### src/rtl/spi_tx_arbiter.sv
// rtl/spi_tx_arbiter.sv - round-robin packet arbiter feeding a 9-bit SPI transmit FIFO-style port
// Adds a source-id header word per packet and emits an abort word when the granted source stalls.
module spi_tx_arbiter #(
    parameter int         N          = 4,
    parameter int         STALL_MAX  = 64,
    parameter logic [8:0] ABORT_WORD = 9'h1FF
) (
    input  logic           clk,
    input  logic           reset,
    input  logic [N-1:0]   req_valid,
    input  logic [8*N-1:0] req_data,
    input  logic [N-1:0]   req_last,
    output logic [N-1:0]   req_ready,
    output logic [8:0]     out_data,
    output logic           out_empty,
    input  logic           out_pop,
    output logic           busy,
    output logic [7:0]     abort_cnt
);

    localparam int SW = $clog2(STALL_MAX);
    localparam logic [SW-1:0] STALL_LAST = SW'(STALL_MAX - 1);

    typedef enum logic [1:0] {IDLE, HEADER, PAYLOAD, ABORT} state_t;

    state_t        state;
    logic [3:0]    grant;
    logic [3:0]    rr_ptr;
    logic [SW-1:0] stall_cnt;

    logic          load_ok;
    logic [N-1:0]  gmask;
    logic [7:0]    sel_byte;
    logic          sel_valid;
    logic          sel_last;
    logic          accept;
    logic [3:0]    next_ptr;
    logic [N-1:0]  rot;
    logic          found;
    logic [4:0]    off;
    logic [4:0]    sum;
    logic [3:0]    pick;

    // A pop frees the holding register in the same cycle, so a new word may replace it.
    assign load_ok   = out_empty | out_pop;
    assign gmask     = {{(N-1){1'b0}}, 1'b1} << grant;
    assign sel_byte  = 8'(req_data >> {grant, 3'b000});
    assign sel_valid = |(req_valid & gmask);
    assign sel_last  = |(req_last & gmask);
    assign accept    = (state == PAYLOAD) && sel_valid && load_ok;
    assign req_ready = accept ? gmask : '0;
    assign next_ptr  = (grant == 4'(N - 1)) ? 4'd0 : grant + 4'd1;
    assign busy      = (state != IDLE);

    // Rotate requests so bit 0 is rr_ptr; the lowest set bit is the next grant.
    always_comb begin
        rot   = N'({req_valid, req_valid} >> rr_ptr);
        found = |rot;
        off   = '0;
        for (int k = N - 1; k >= 0; k--) begin
            if (rot[k]) off = 5'(k);
        end
        sum  = {1'b0, rr_ptr} + off;
        pick = (sum >= 5'(N)) ? 4'(sum - 5'(N)) : sum[3:0];
    end

    always_ff @(posedge clk) begin
        if (reset) begin
            state     <= IDLE;
            grant     <= '0;
            rr_ptr    <= '0;
            stall_cnt <= '0;
            out_data  <= '0;
            out_empty <= 1'b1;
            abort_cnt <= '0;
        end else begin
            if (out_pop) out_empty <= 1'b1;
            case (state)
                IDLE: begin
                    if (found) begin
                        grant <= pick;
                        state <= HEADER;
                    end
                end
                HEADER: begin
                    if (load_ok) begin
                        out_data  <= {5'b10000, grant};
                        out_empty <= 1'b0;
                        stall_cnt <= '0;
                        state     <= PAYLOAD;
                    end
                end
                PAYLOAD: begin
                    if (accept) begin
                        out_data  <= {1'b0, sel_byte};
                        out_empty <= 1'b0;
                        stall_cnt <= '0;
                        if (sel_last) begin
                            rr_ptr <= next_ptr;
                            state  <= IDLE;
                        end
                    end else if (!sel_valid) begin
                        // Only a silent source counts as a stall; sink backpressure does not.
                        if (stall_cnt == STALL_LAST) state <= ABORT;
                        else stall_cnt <= stall_cnt + SW'(1);
                    end
                end
                ABORT: begin
                    if (load_ok) begin
                        out_data  <= ABORT_WORD;
                        out_empty <= 1'b0;
                        if (abort_cnt != 8'hFF) abort_cnt <= abort_cnt + 8'd1;
                        rr_ptr    <= next_ptr;
                        state     <= IDLE;
                    end
                end
                default: state <= IDLE;
            endcase
        end
    end

endmodule

### config.mk
export PLATFORM = sky130hd
export DESIGN_NAME = spi_tx_arbiter
export DESIGN_NICKNAME = d
export VERILOG_FILES = /design/src/rtl/spi_tx_arbiter.sv
export SDC_FILE = /design/constraint.sdc
export NUM_CORES = 1
export LEC_CHECK = 0
export ABC_CLOCK_PERIOD_IN_PS = 3600
export CAP_MARGIN = 20
export CORE_ASPECT_RATIO = 0.8
export CORE_MARGIN = 2
export CORE_UTILIZATION = 40
export DETAILED_ROUTE_END_ITERATION = 8
export PLACE_DENSITY = 0.69
export SYNTH_ARGS = -nofsm -noshare
export SYNTH_HDL_FRONTEND = slang
export SYNTH_SLANG_ARGS = --single-unit
### constraint.sdc
create_clock -name clk -period 3.6 [get_ports clk]
set_input_delay 0.54 -clock clk [delete_from_list [all_inputs] [get_ports clk]]
set_output_delay 0.54 -clock clk [all_outputs]
set_load 0.01 [all_outputs]
==> Yosys cells after proc, flatten, opt, wreduce, memory -nomap -nowiden <==
Index checks and enable logic that the tools add are counted.
{ "classes": {"n_addsub": 5, "mux": 32, "eq_ne": 15, "n_bitwise": 3, "n_reduce_logical": 17, "n_shift": 3, "magnitude_cmp": 1} }
{ "op_table": {"columns": ["operator", "count"], "rows": [
  ["$shr 32x7->8", 1],
  ["$mux 9", 3],
  ["$pmux 9 s3", 1],
  ["$mux 4", 6],
  ["$mux 6", 4],
  ["$mux 2", 8],
  ["$mux 5", 3],
  ["$pmux 6 s2", 1],
  ["$reduce_and 4->1", 3],
  ["$reduce_or 4->1", 3],
  ["$ne 2x2->1 const B", 5],
  ["$ne 3x3->1 const B", 3],
  ["$add 8x1->8 const B", 1],
  ["$and 4x4->4", 2],
  ["$ne 8x8->1 const B", 1],
  ["$pmux 2 s4", 1],
  ["$pmux 4 s2", 1],
  ["$shr 8x4->4", 1],
  ["$add 6x1->6 const B", 1],
  ["$eq 6x6->1 const B", 1],
  ["$reduce_and 6->1", 1],
  ["$reduce_bool 2->1", 3],
  ["$add 4x5->5", 1],
  ["$ge 5x3->1 const B", 1],
  ["16 further kinds", 20]
]} }
{ "word_totals": {"in_bits": 43, "register_bits": 34, "word_cells": 83} }

==> Logic depth before layout (Yosys ltp) <==
Gate-level depths: netlist (run 1).
{ "logic_depth": {"ltp_word": 8, "mapped_depth": 15, "depth_no_buf": 14} }

==> Worst setup path before layout (run 1) <==
OpenSTA, ideal clock, no wires.
{ "synth_path": {"path_type": "input to register", "start": "in req_valid[2]", "end": "reg grant[2]", "setup_ps": 128, "path_stages": 12, "slack_ps": 736, "arrival_time_ps": 2737, "path_buffers": 0, "cell_sequence": "a21o_1 -> or2_2 -> nor3_1 -> a31oi_1 -> or2_2 -> fa_1 -> xnor2_1 -> ha_1 -> a221oi_1 -> nor2_1 -> mux2i_1 -> nor2_1"} }
{ "synth_via": {"elab_chain_len": 8} }
{ "synth_lines": {"columns": ["element", "line_no", "rtl"], "rows": [
  ["from (decl)", "10", "input logic [N-1:0] req_valid,"],
  ["$shr 8x4->4 *", "57", "rot = N'({req_valid, req_valid} >> rr_ptr);"],
  ["$mux 2", "61", "if (rot[k]) off = 5'(k);"],
  ["$mux 5 (3 in a row)", "61", null],
  ["$add 4x5->5", "63", "sum = {1'b0, rr_ptr} + off;"],
  ["$sub 4x3->4 or $ge 5x3->1 (tied branches)", "64", "pick = (sum >= 5'(N)) ? 4'(sum - 5'(N)) : sum[3:0];"],
  ["$mux 4", "64", null],
  ["to (signal assigned)", "81", "grant <= pick;"],
  ["to (decl)", "27", "logic [3:0] grant;"]
]} }
Every way passes the cells marked *; elsewhere a longest branch is shown, timed or not.
A chain may end at the register's enable or synchronous reset.

==> Final worst setup path (run 1) <==
{ "layout_path": {"start": "reg state[0]", "end": "out req_ready[2]"} }
{ "layout_via": {"elab_chain_len": 4} }
{ "layout_lines": {"columns": ["element", "line_no", "rtl"], "rows": [
  ["from (decl)", "26", "state_t state;"],
  ["from (signal assigned)", "69", "state <= IDLE;"],
  ["from (signal assigned)", "82", "state <= HEADER;"],
  ["from (signal assigned)", "90", "state <= PAYLOAD;"],
  ["$eq 2x2->1", "50", "assign accept = (state == PAYLOAD) && sel_valid && load_ok;"],
  ["$logic_and 1x1->1 (2 in a row)", "50", null],
  ["$mux 4", "51", "assign req_ready = accept ? gmask : '0;"],
  ["to (decl)", "13", "output logic [N-1:0] req_ready,"]
]} }
Every way passes these cells.

==> results.md, run 1 <==
* Number of synthesis warnings at 0
* Number of stages on the worst hold path at 2
* Register-to-Register Setup Slack at 550 ps
* Slew @ Worst Pin at 778 ps
* Worst-case hold path end point: stall_cnt[0]
* DP Wirelength at 4.26 mm
* Clock latency at the later pin of the worst-skew pair at 270 ps
* Top cell by count, worst path: sky130_fd_sc_hd__nor3b_1
* DR vias at 2149
* Number of diodes at 0
* Share of synthesized cell area in full adder, half adder and majority cells at 6.89%
* Pwr Total at 0.00188 W
* Number of synthesized register bits at 34
* First-pass DRT Iterations at 4
* Global-route total usage across every layer at 18.8%
* Number of nets with antenna violations after detailed routing at 0
* Areal power density over the cells at 608 nW/µm²
* Filler Cell Count at 524
* Total standard cell area after synthesis at 2290 µm²
* Logic depth of the worst register-to-register path at 12
* CP startpoint kind: register
* Largest fanout of any net on the critical path at 11
* Number of cells produced by synthesis at 257
* Fraction of registers with async set or reset after synthesis at 0%
* Htree depth at 2
* Clock transition at the register clock pins on the worst setup and hold paths after CTS at 70 ps
* Max-cap check violation count at 0
* Skew final at 4.49 ps
* Clock root cell: sky130_fd_sc_hd__clkbuf_8
* Critical R2R Launch: rr_ptr[0]
* Main combinational cell family by area after synthesis: compound AO/OA/AOI/OAI gates
* Main flop type after synthesis: sky130_fd_sc_hd__dfxtp_1
* Setup Viol. Count Final at 0
* Arrival time at the worst endpoint at 2730 ps
* Port-buffer cells at 65
* Compound-Gate Fraction of Synth Area at 23.6%
* I/O pin count at 66
* Leading cell types in the layout, fill and taps excluded: sky130_fd_sc_hd__clkdlybuf4s50_1, sky130_fd_sc_hd__dfxtp_1, sky130_fd_sc_hd__nor2_1
* Worst EP required at 3060 ps
* Routed wire length per instance at 14.4 µm
* Post-Synthesis Mean Instance Area at 8.90 µm²
* Final-report hold violation count at 0
* Endpoint kind of the worst setup timing path: output pin
* Number of distinct library cells after synthesis at 54
* Most common cell after layout, fill and taps aside: sky130_fd_sc_hd__clkdlybuf4s50_1
* Cell type of the slowest stage on the worst timing path: sky130_fd_sc_hd__clkdlybuf4s50_1
* Category of the most critical setup path: reg -> out
* Xor/xnor share of the synthesized area at 3.83%
* CP delay by family, top: buffers and inverters
* Fraction of the mapped netlist area in simple logic gates at 19.0%
* Leakage at 1.14 nW
* Maximum clock rate at 0.306 GHz
* Number of flops mapped to enable cells by yosys at 0
* Outcome: finished clean
* Final Max Tran Viols at 0
* Sum of routed wire length over all layers at 5.73 mm
* Pin count of the biggest net entering global routing at 28
* Maximum single-stage delay on the critical path at 570 ps
* Worst IR drop on VDD at 0.000235 V
* List of cells traversed by the critical path: inv_1, ha_1, nor3b_1, buf_4, and2_1, nand3_1, nor3b_1, clkdlybuf4s50_1
* Number of buffers between clock root and the deepest sink at 2
* Unrepaired setup endpoints after global routing: false
* Final clock period utilization by the worst path at 90.9%
* Total negative slack at 0 ps
* Core box area at 5500 µm²
* Relative slew margins at 48.1%
* Wire length of the first global-routing pass at 9.48 mm
* Number of antenna violations at the first check in global routing at 0
* Setup Buffers After CTS at 0
* Last weighted congestion value of the routability-driven placer at 0.834
* Multiplexer share of the synthesized area at 11.9%
* Layout area overhead at 35.5%
* CTS tree: built
* Share of cells above drive strength 1 at 9.06%
* Sink count of the clock tree at 34
* GR Overflow Total at 0
* Fin crit period at 3270 ps
* Number of DRC violations after detailed-routing iteration 0 at 119
* Die span in x at 88.5 µm
* Net count after synthesis at 312
* Count of hold-fix buffers inserted at cts at 0
* DIE AREA at 6340 µm²
* Hold Startpoint: stall_cnt[0]
* DRC viols at 0
* Initial standard-cell utilization of the core at 41.6%
* Number of gates resized after cts at 0
* Average via count per standard cell at 5.40
* Row count at 24
* Number of buffers inserted during clock tree synthesis at 5
* Capture point of the worst reg-to-reg path: grant[3]
* Height of the die at 71.6 µm
* Register area share after synthesis at 29.8%
* Count of nets after finishing at 376
* Number of global-route vias before repair at 2001
* Buf+Inv Stages, Crit Path at 3
* Hold WC Path Type: reg -> reg
==> registers in the layout (all words and copies together) (netlist names) <==
name / flops
out_data: 9
grant: 4
abort_cnt: 8
state: 2
rr_ptr: 4
stall_cnt: 6
out_empty: 1
==> worst max path at each step <==
stage / startpoint / to / depth (start not counted)
global placement: req_valid[0] / grant[2] / 13
finish: state[0] / req_ready[2] / 8
detailed placement: req_valid[0] / grant[3] / 13
floorplan: req_valid[2] / grant[2] / 12
CTS: req_valid[2] / req_ready[2] / 7
global route: req_valid[0] / grant[2] / 16
==> area by class of cell <==
type / count / area (µm²) / share of cell area (%)
Tap cell: 78 / 97.6 / 3.15
Timing Repair Buffer: 72 / 703 / 22.7
Sequential cell: 34 / 681 / 22.0
Inverter: 12 / 45.0 / 1.45
Clock buffer: 6 / 82.6 / 2.66
Multi-Input combinational cell: 196 / 1490 / 48.1
==> where the power goes <==
group | total (W) | internal, W | switching [W]
clock network | 0.000278 | 0.000148 | 0.000130
logic | 0.00106 | 0.000499 | 0.000560
registers | 0.000549 | 0.000467 | 0.0000814
==> per-stage QoR <==
stage | hold slack (ps) | util, % | instance area [µm²] | setup WS (ps) | std cells
floorplan | 471 | - | 2290 | 736 | 257
global placement | 490 | 54.9 | 3020 | 170 | 392
detailed placement | 493 | 54.9 | 3020 | 85.1 | 392
CTS | 504 | 56.4 | 3100 | 335 | 398
global route | 519 | 56.4 | 3100 | 148 | 398
finish | 500 | 56.4 | 3100 | 327 | 398
==> cells by family after synthesis <==
| kind of cell | count (synthesis) |
|---|---|
| xor+xnor | 10 |
| compound gates | 74 |
| fa+ha+maj | 12 |
| buf+inv | 27 |
| flops | 34 |
| mux | 14 |
| simple gates | 86 |
==> Yosys cell counts, drive strengths merged, types with 2 or more instances <==
| cell | count | area, µm² |
|---|---|---|
| dfxtp | 34 | 681 |
| nand3 | 8 | 45.0 |
| nand4 | 5 | 31.3 |
| nor3b | 4 | 30.0 |
| nor2b | 4 | 25.0 |
| mux2i | 5 | 50.1 |
| and3 | 4 | 25.0 |
| a21boi | 2 | 15.0 |
| o31ai | 2 | 15.0 |
| xor2 | 6 | 52.6 |
| a211oi | 16 | 120 |
| nor3 | 4 | 20.0 |
| xnor2 | 4 | 35.0 |
| a32oi | 2 | 25.0 |
| a21oi | 20 | 104 |
| mux4 | 9 | 221 |
| nor2 | 31 | 116 |
| and2 | 2 | 12.5 |
| o21a | 2 | 15.0 |
| a311oi | 2 | 23.8 |
| clkbuf | 6 | 22.5 |
| ha | 11 | 138 |
| a31oi | 4 | 25.0 |
| and4 | 2 | 18.8 |
| or2 | 3 | 18.8 |
| a21o | 2 | 15.0 |
| nand2b | 4 | 25.0 |
| buf | 9 | 48.8 |
| o21ai | 9 | 45.0 |
| a221oi | 4 | 35.0 |
| inv | 12 | 45.0 |
| nand2 | 13 | 51.3 |
==> per-layer routing <==
layer / vias up / part of all wire, % / track usage, %
met5: - / 0 / 0
met4: 0 / 0.33 / 3.20
met3: 2 / 5.7 / 4.95
met2: 63 / 43 / 27.7
met1: 997 / 51 / 28.3
li1: 1087 / - / -
==> worst register-to-register path: stages, from the launching register on <==
cell and delay, ps:
sky130_fd_sc_hd__dfxtp_1 540, sky130_fd_sc_hd__nor2b_1 140, sky130_fd_sc_hd__or2_2 330, sky130_fd_sc_hd__nor3_1 140
sky130_fd_sc_hd__a31oi_1 70, sky130_fd_sc_hd__or2_2 310, sky130_fd_sc_hd__fa_1 400, sky130_fd_sc_hd__xnor2_1 170
sky130_fd_sc_hd__ha_1 220, sky130_fd_sc_hd__a221oi_1 360, sky130_fd_sc_hd__nand2b_1 100, sky130_fd_sc_hd__nand3_1 90
sky130_fd_sc_hd__a21oi_1 70
No activity file was read; power rests on OpenSTA's default activity.
==> run 2, diff against run 1 <==
Settings changed: CORE_MARGIN 2 to 5.
==> results.md, run 2 (same netlist as run 1, synthesis figures left out) <==
* Outcome: finished clean
* Die span in x at 94.5 µm (+6.8%)
* First-pass DRT Iterations at 4 (unchanged)
* Relative slew margins at 48.6% (+0.52 points)
* Htree depth at 2 (unchanged)
* Average via count per standard cell at 5.46 (+1.0%)
* Number of global-route vias before repair at 2050 (+2.4%)
* Slew @ Worst Pin at 770 ps (-7.80 ps)
* Hold WC Path Type: reg -> reg
* Flip-flop count of the largest register after layout at 9 (unchanged)
* Largest fanout of any net on the critical path at 7 (-4)
* Unrepaired setup endpoints after global routing: false
* Worst EP required at 3060 ps (about the same)
* Category of the most critical setup path: in -> out
* Setup Buffers After CTS at 0 (unchanged)
* Number of buffers between clock root and the deepest sink at 2 (unchanged)
* Share of cells above drive strength 1 at 9.35% (+0.28 points)
* Row count at 24 (unchanged)
* Maximum clock rate at 0.307 GHz (+0.33%)
* Endpoint kind of the worst setup timing path: output pin
* Registers with the most flip-flops: out_data: 9 flops, abort_cnt: 8 flops, stall_cnt: 6 flops
* Met1 track demand over resource in global routing at 20.8% (-7.6 points)
* Areal power density over the cells at 616 nW/µm² (+1.3%)
* DR vias at 2177 (+1.3%)
* GR Overflow Total at 0 (unchanged)
* DRC viols at 0 (unchanged)
* Height of the die at 77.6 µm (+8.4%)
* Number of nets with antenna violations after detailed routing at 0 (unchanged)
* Number of antenna violations at the first check in global routing at 0 (unchanged)
* Peak-usage layer in the global routing report: met2
* Total negative slack at 0 ps (unchanged)
* Count of nets after finishing at 375 (-0.27%)
* I/O pin count at 66 (unchanged)
* Pin count of the biggest net entering global routing at 23 (-18%)
* Number of buffers inserted during clock tree synthesis at 5 (unchanged)
* Clock transition at the register clock pins on the worst setup and hold paths after CTS at 60 ps (about the same)
* Count of hold-fix buffers inserted at cts at 0 (unchanged)
* Sum of routed wire length over all layers at 5.62 mm (-1.9%)
* Clock root cell: sky130_fd_sc_hd__clkbuf_8
* Port-buffer cells at 65 (unchanged)
* Sink count of the clock tree at 34 (unchanged)
* Final clock period utilization by the worst path at 90.6% (-0.30 points)
* Post-route design area at 3120 µm² (+0.65%)
* Final Max Tran Viols at 0 (unchanged)
* Worst hold-check slack at 501 ps (+0.729 ps)
* CTS tree: built
* Core box area at 5500 µm² (unchanged)
* Worst IR drop on VDD at 0.000228 V (-2.7%)
* Number of DRC violations after detailed-routing iteration 0 at 148 (+24%)
* Arrival time at the worst endpoint at 2720 ps (about the same)
* Skew final at 5.41 ps (+0.912 ps)
* Global-route total usage across every layer at 15.8% (-3.0 points)
* Top reg by flops: out_data
* Max-cap check violation count at 0 (unchanged)
* Leading cell types in the layout, fill and taps excluded: sky130_fd_sc_hd__clkdlybuf4s50_1, sky130_fd_sc_hd__dfxtp_1, sky130_fd_sc_hd__nor2_1
* Number of gates resized after cts at 0 (unchanged)
* Last weighted congestion value of the routability-driven placer at 0.869 (+4.2%)
* Met2 layer usage reported by global route at 25.3% (-2.4 points)
* Initial standard-cell utilization of the core at 41.6% (unchanged)
* Most common cell after layout, fill and taps aside: sky130_fd_sc_hd__clkdlybuf4s50_1
* Worst setup slack after placement at 66.8 ps (-18.2 ps)
* Setup Viol. Count Final at 0 (unchanged)
* Global routing met3 resource utilization at 5.71% (+0.75 points)
* DIE AREA at 7340 µm² (+16%)
* Fin crit period at 3260 ps (-10.7 ps)
* Final-report hold violation count at 0 (unchanged)
* Cell Area, Placed at 3010 µm² (-0.25%)
* DP Wirelength at 4.32 mm (+1.4%)
* Leakage at 1.15 nW (+0.84%)
* Layout area overhead at 36.4%
* Worst setup margin at 338 ps (+10.7 ps)
* Number of diodes at 0 (unchanged)
* CP startpoint kind: primary input
* Clock latency at the later pin of the worst-skew pair at 280 ps (about the same)
* Filler Cell Count at 492 (-6.1%)
* Routed wire length per instance at 14.1 µm (-2.1%)
* Wire length of the first global-routing pass at 9.40 mm (-0.88%)
==> run 2: changes by cell type in the layout (fill, tap and decap cells not counted) <==
cell,before,now
sky130_fd_sc_hd__buf_4,7,6
sky130_fd_sc_hd__clkbuf_8,6,8
==> run 2: area by class of cell <==
cell class                      instances  area [µm²]  area share (%)
Clock buffer                            8         110            3.53
Inverter                               12        45.0            1.44
Multi-Input combinational cell        196        1490            47.8
Sequential cell                        34         681            21.8
Tap cell                               78        97.6            3.13
Timing Repair Buffer                   71         696            22.3
==> run 2: path summary, 6_finish.rpt <==
check | to | slack (ps) | start | depth (start not counted)
max | req_ready[1] | 340 | req_valid[3] | 6
max reg2reg | grant[2] | 610 | rr_ptr[0] | 12
min reg2reg | out_data[6] | 500 | out_data[6] | 2
min | out_data[6] | 500 | out_data[6] | 2
==> run 2: through the flow <==
stage,instances,util [%],power [W]
after floorplan,257,-,0.00127
after global placement,391,54.8,0.00159
after detailed placement,391,54.8,0.00160
after CTS,399,56.8,0.00194
after global routing,399,56.8,0.00207
final,399,56.8,0.00192
==> run 2: where the power goes <==
group          switching [W]  leakage [nW]  internal (W)
Clock               0.000138        0.0575      0.000193
Sequential         0.0000847         0.277      0.000467
Combinational       0.000542         0.811      0.000497
Total               0.000764          1.15       0.00116
==> run 2: routing by layer <==
layer / vias up / share of wire (%)
li1: 1088 / -
met1: 1021 / 48
met2: 66 / 44
met3: 2 / 7.4
met4: 0 / 0.14
met5: - / 0
==> run 2: worst max-delay path, stage by stage <==
cell and delay [ps]:
sky130_fd_sc_hd__clkdlybuf4s50_1 590, sky130_fd_sc_hd__mux4_2 370, sky130_fd_sc_hd__and2_1 190, sky130_fd_sc_hd__nand3_1 200
sky130_fd_sc_hd__nor3b_1 260, sky130_fd_sc_hd__clkdlybuf4s50_1 570
==> run 3, diff against run 2 <==
Settings changed: ABC_CLOCK_PERIOD_IN_PS 3600 to 3250, SKIP_LAST_GASP set to 1.
Clock period 3.6 ns to 3.25 ns, I/O delays scaled along.
==> results.md, run 3 (same netlist as run 1, synthesis figures left out) <==
* Final clock period utilization by the worst path at 95.2%
* Fin crit period at 3090 ps
* Unrepaired setup endpoints after global routing: true
* Source of the critical timing path: req_valid[0]
* Setup Viol. Count Final at 0 (unchanged)
* Worst setup slack after placement at -186 ps (-253 ps)
* List of cells traversed by the critical path: clkdlybuf4s50_1, buf_4, inv_1, a21oi_1, nand2_1, o211ai_1, o2111a_1, ha_2, inv_1, fa_1, xnor2_1, ha_2, a221oi_2, nor2_1, mux2i_1, nor2_1
* First-pass DRT Iterations at 4 (unchanged)
* Capture point of the worst reg-to-reg path: grant[2]
* Global-route total usage across every layer at 17.0% (+1.2 points)
* Share of cells above drive strength 1 at 12.2% (+2.8 points)
* Max-cap check violation count at 0 (unchanged)
* Number of buffers inserted during clock tree synthesis at 5 (unchanged)
* Sum of routed wire length over all layers at 5.78 mm (+2.9%)
* Most common cell after layout, fill and taps aside: sky130_fd_sc_hd__clkdlybuf4s50_1
* Arrival time at the worst endpoint at 3260 ps (+540 ps)
* Average via count per standard cell at 5.33 (-2.3%)
* Routed wire length per instance at 14.2 µm (+1.1%)
* Endpoint kind of the worst setup timing path: register
* Buf+Inv Stages, Crit Path at 4 (+2)
* Worst setup margin at 155 ps (-183 ps)
* Worst-case hold path end point: out_data[6]
* Fraction of power consumed by combinational cells at 56.3% (+2.3 points)
* I/O pin count at 66 (unchanged)
* Switching component of the power at 0.000858 W (+12%)
* DRC viols at 0 (unchanged)
* Core box area at 5500 µm² (unchanged)
* Largest fanout of any net on the critical path at 4 (-3)
* Logic depth of the worst register-to-register path at 12 (unchanged)
* Number of antenna violations at the first check in global routing at 0 (unchanged)
* Row count at 24 (unchanged)
* Slew @ Worst Pin at 828 ps (+57.6 ps)
* Top reg by flops: out_data
* Internal power summed over all cells at 0.00126 W (+9.0%)
* Die span in x at 94.5 µm (unchanged)
* Pin count of the biggest net entering global routing at 23 (unchanged)
* Cell Area, Placed at 3060 µm² (+1.7%)
* Count of nets after finishing at 382 (+1.9%)
* Skew final at 2.68 ps (-2.73 ps)
* Htree depth at 2 (unchanged)
* Port-buffer cells at 65 (unchanged)
* DR vias at 2165 (-0.55%)
* Last weighted congestion value of the routability-driven placer at 0.790 (-9.1%)
* Count of hold-fix buffers inserted at cts at 0 (unchanged)
* Share of total power in the clock network at 15.1% (-2.1 points)
* DP Wirelength at 4.49 mm (+4.0%)
* Wire length of the first global-routing pass at 10.1 mm (+7.6%)
* Layout area overhead at 38.5%
* CTS tree: built
* Final Max Tran Viols at 0 (unchanged)
* Number of nets with antenna violations after detailed routing at 0 (unchanged)
* Worst IR drop on VDD at 0.000315 V (+38%)
* Number of DRC violations after detailed-routing iteration 0 at 105 (-29%)
* Number of buffers between clock root and the deepest sink at 2 (unchanged)
* Maximum single-stage delay on the critical path at 500 ps (-90 ps)
* Net switching fraction of the power at 40.5% (+0.71 points)
* Leakage at 1.17 nW (+2.1%)
* DIE AREA at 7340 µm² (unchanged)
* Number of global-route vias before repair at 2225 (+8.5%)
* Number of stages on the worst hold path at 2 (unchanged)
* Post-layout util at 57.6% (+0.87 points)
* CP delay by family, top: compound AO/OA/AOI/OAI gates
* Number of diodes at 0 (unchanged)
* Post-route design area at 3170 µm² (+1.5%)
* CP startpoint kind: primary input
* Register-to-Register Setup Slack at 350 ps (-260 ps)
* Relative slew margins at 44.8% (-3.8 points)
* Instance count on the critical path at 16 (+10)
* Clock latency at the later pin of the worst-skew pair at 280 ps (about the same)
* GR Overflow Total at 0 (unchanged)
* Outcome: finished clean
* Cell type of the slowest stage on the worst timing path: sky130_fd_sc_hd__clkdlybuf4s50_1
* Seq pwr share at 28.7% (about the same)
* Clock root cell: sky130_fd_sc_hd__clkbuf_8
* Worst EP required at 3410 ps (+350 ps)
* Initial standard-cell utilization of the core at 41.6% (unchanged)
* Flip-flop count of the largest register after layout at 9 (unchanged)
* Height of the die at 77.6 µm (unchanged)
* Maximum clock rate at 0.323 GHz
* Critical R2R Launch: rr_ptr[0]
* Registers with the most flip-flops: out_data: 9 flops, abort_cnt: 8 flops, stall_cnt: 6 flops
* Clock transition at the register clock pins on the worst setup and hold paths after CTS at 70 ps (about the same)
* Hold WC Path Type: reg -> reg
* Leading cell types in the layout, fill and taps excluded: sky130_fd_sc_hd__clkdlybuf4s50_1, sky130_fd_sc_hd__dfxtp_1, sky130_fd_sc_hd__nor2_1
* Sink count of the clock tree at 34 (unchanged)
* Hold Startpoint: out_data[6]
* Final-report hold violation count at 0 (unchanged)
* Areal power density over the cells at 669 nW/µm² (+8.6%)
* Category of the most critical setup path: in -> reg
[run 3: changes by cell type in the layout (fill, tap and decap cells not counted), sizes merged]
cell | previous run | this run
clkinv | 0 | 1
buf | 6 | 13
clkbuf | 8 | 7
[run 3: what timing repair did]
| item | 4_1_cts | 5_1_grt |
|---|---|---|
| endpoints found under the setup margin | 0 | 3 |
| resized for setup | 0 | 4 |
| hold endpoints to repair | 0 | 0 |
| buffers inserted | 0 | 0 |
[run 3: worst max path at each step]
stage	slack, ps	end
6_report	160	grant[2]
3_5_place_dp	-190	grant[2]
4_1_cts	90	grant[2]
2_1_floorplan	400	grant[2]
5_1_grt	-30	grant[2]
3_3_place_gp	-120	grant[3]
[run 3: through the flow]
step / hold WS, ps / setup TNS, ps / cells / total power (W)
after floorplan: 471 / 0 / 257 / 0.00140
after global placement: 491 / -232 / 398 / 0.00178
after detailed placement: 492 / -347 / 398 / 0.00180
after CTS: 502 / 0 / 406 / 0.00213
after global routing: 530 / -32.7 / 406 / 0.00231
final: 500 / 0 / 406 / 0.00212
[run 3: worst register-to-register path, stage by stage (launching register included)]
cell	delay [ps]
sky130_fd_sc_hd__dfxtp_1	530
sky130_fd_sc_hd__nor2b_1	130
sky130_fd_sc_hd__or2_2	320
sky130_fd_sc_hd__nor3_1	130
sky130_fd_sc_hd__a31oi_1	70
sky130_fd_sc_hd__or2_2	300
sky130_fd_sc_hd__fa_1	400
sky130_fd_sc_hd__xnor2_1	160
sky130_fd_sc_hd__ha_2	210
sky130_fd_sc_hd__a221oi_2	260
sky130_fd_sc_hd__nor2_1	70
sky130_fd_sc_hd__mux2i_1	140
sky130_fd_sc_hd__nor2_1	50
[run 3: layer usage]
metal | routed length (µm) | part of all wire (%) | global-route usage, %
met1 | 2610 | 45 | 21.8
met4 | 59 | 1.0 | 4.18
met3 | 487 | 8.4 | 6.09
met5 | 0 | 0 | 0
met2 | 2630 | 45 | 27.3
[run 3: area by class of cell]
type	instances	area, µm²
clock buffer	7	86.3
timing repair buffer	78	748
fill	523	2330
inverter	12	45.0
clock inverter	1	5.00
multi-input combinational	196	1500
tap	78	97.6
sequential	34	681
[run 3: power groups by stage]
stage | sequential, W | clock (W) | combinational [W]
6_report | 0.000607 | 0.000320 | 0.00119
5_1_grt | 0.000623 | 0.000356 | 0.00133
4_1_cts | 0.000607 | 0.000328 | 0.00120
3_5_place_dp | 0.000616 | 0 | 0.00119
3_3_place_gp | 0.000614 | 0 | 0.00117
2_1_floorplan | 0.000615 | 0 | 0.000789
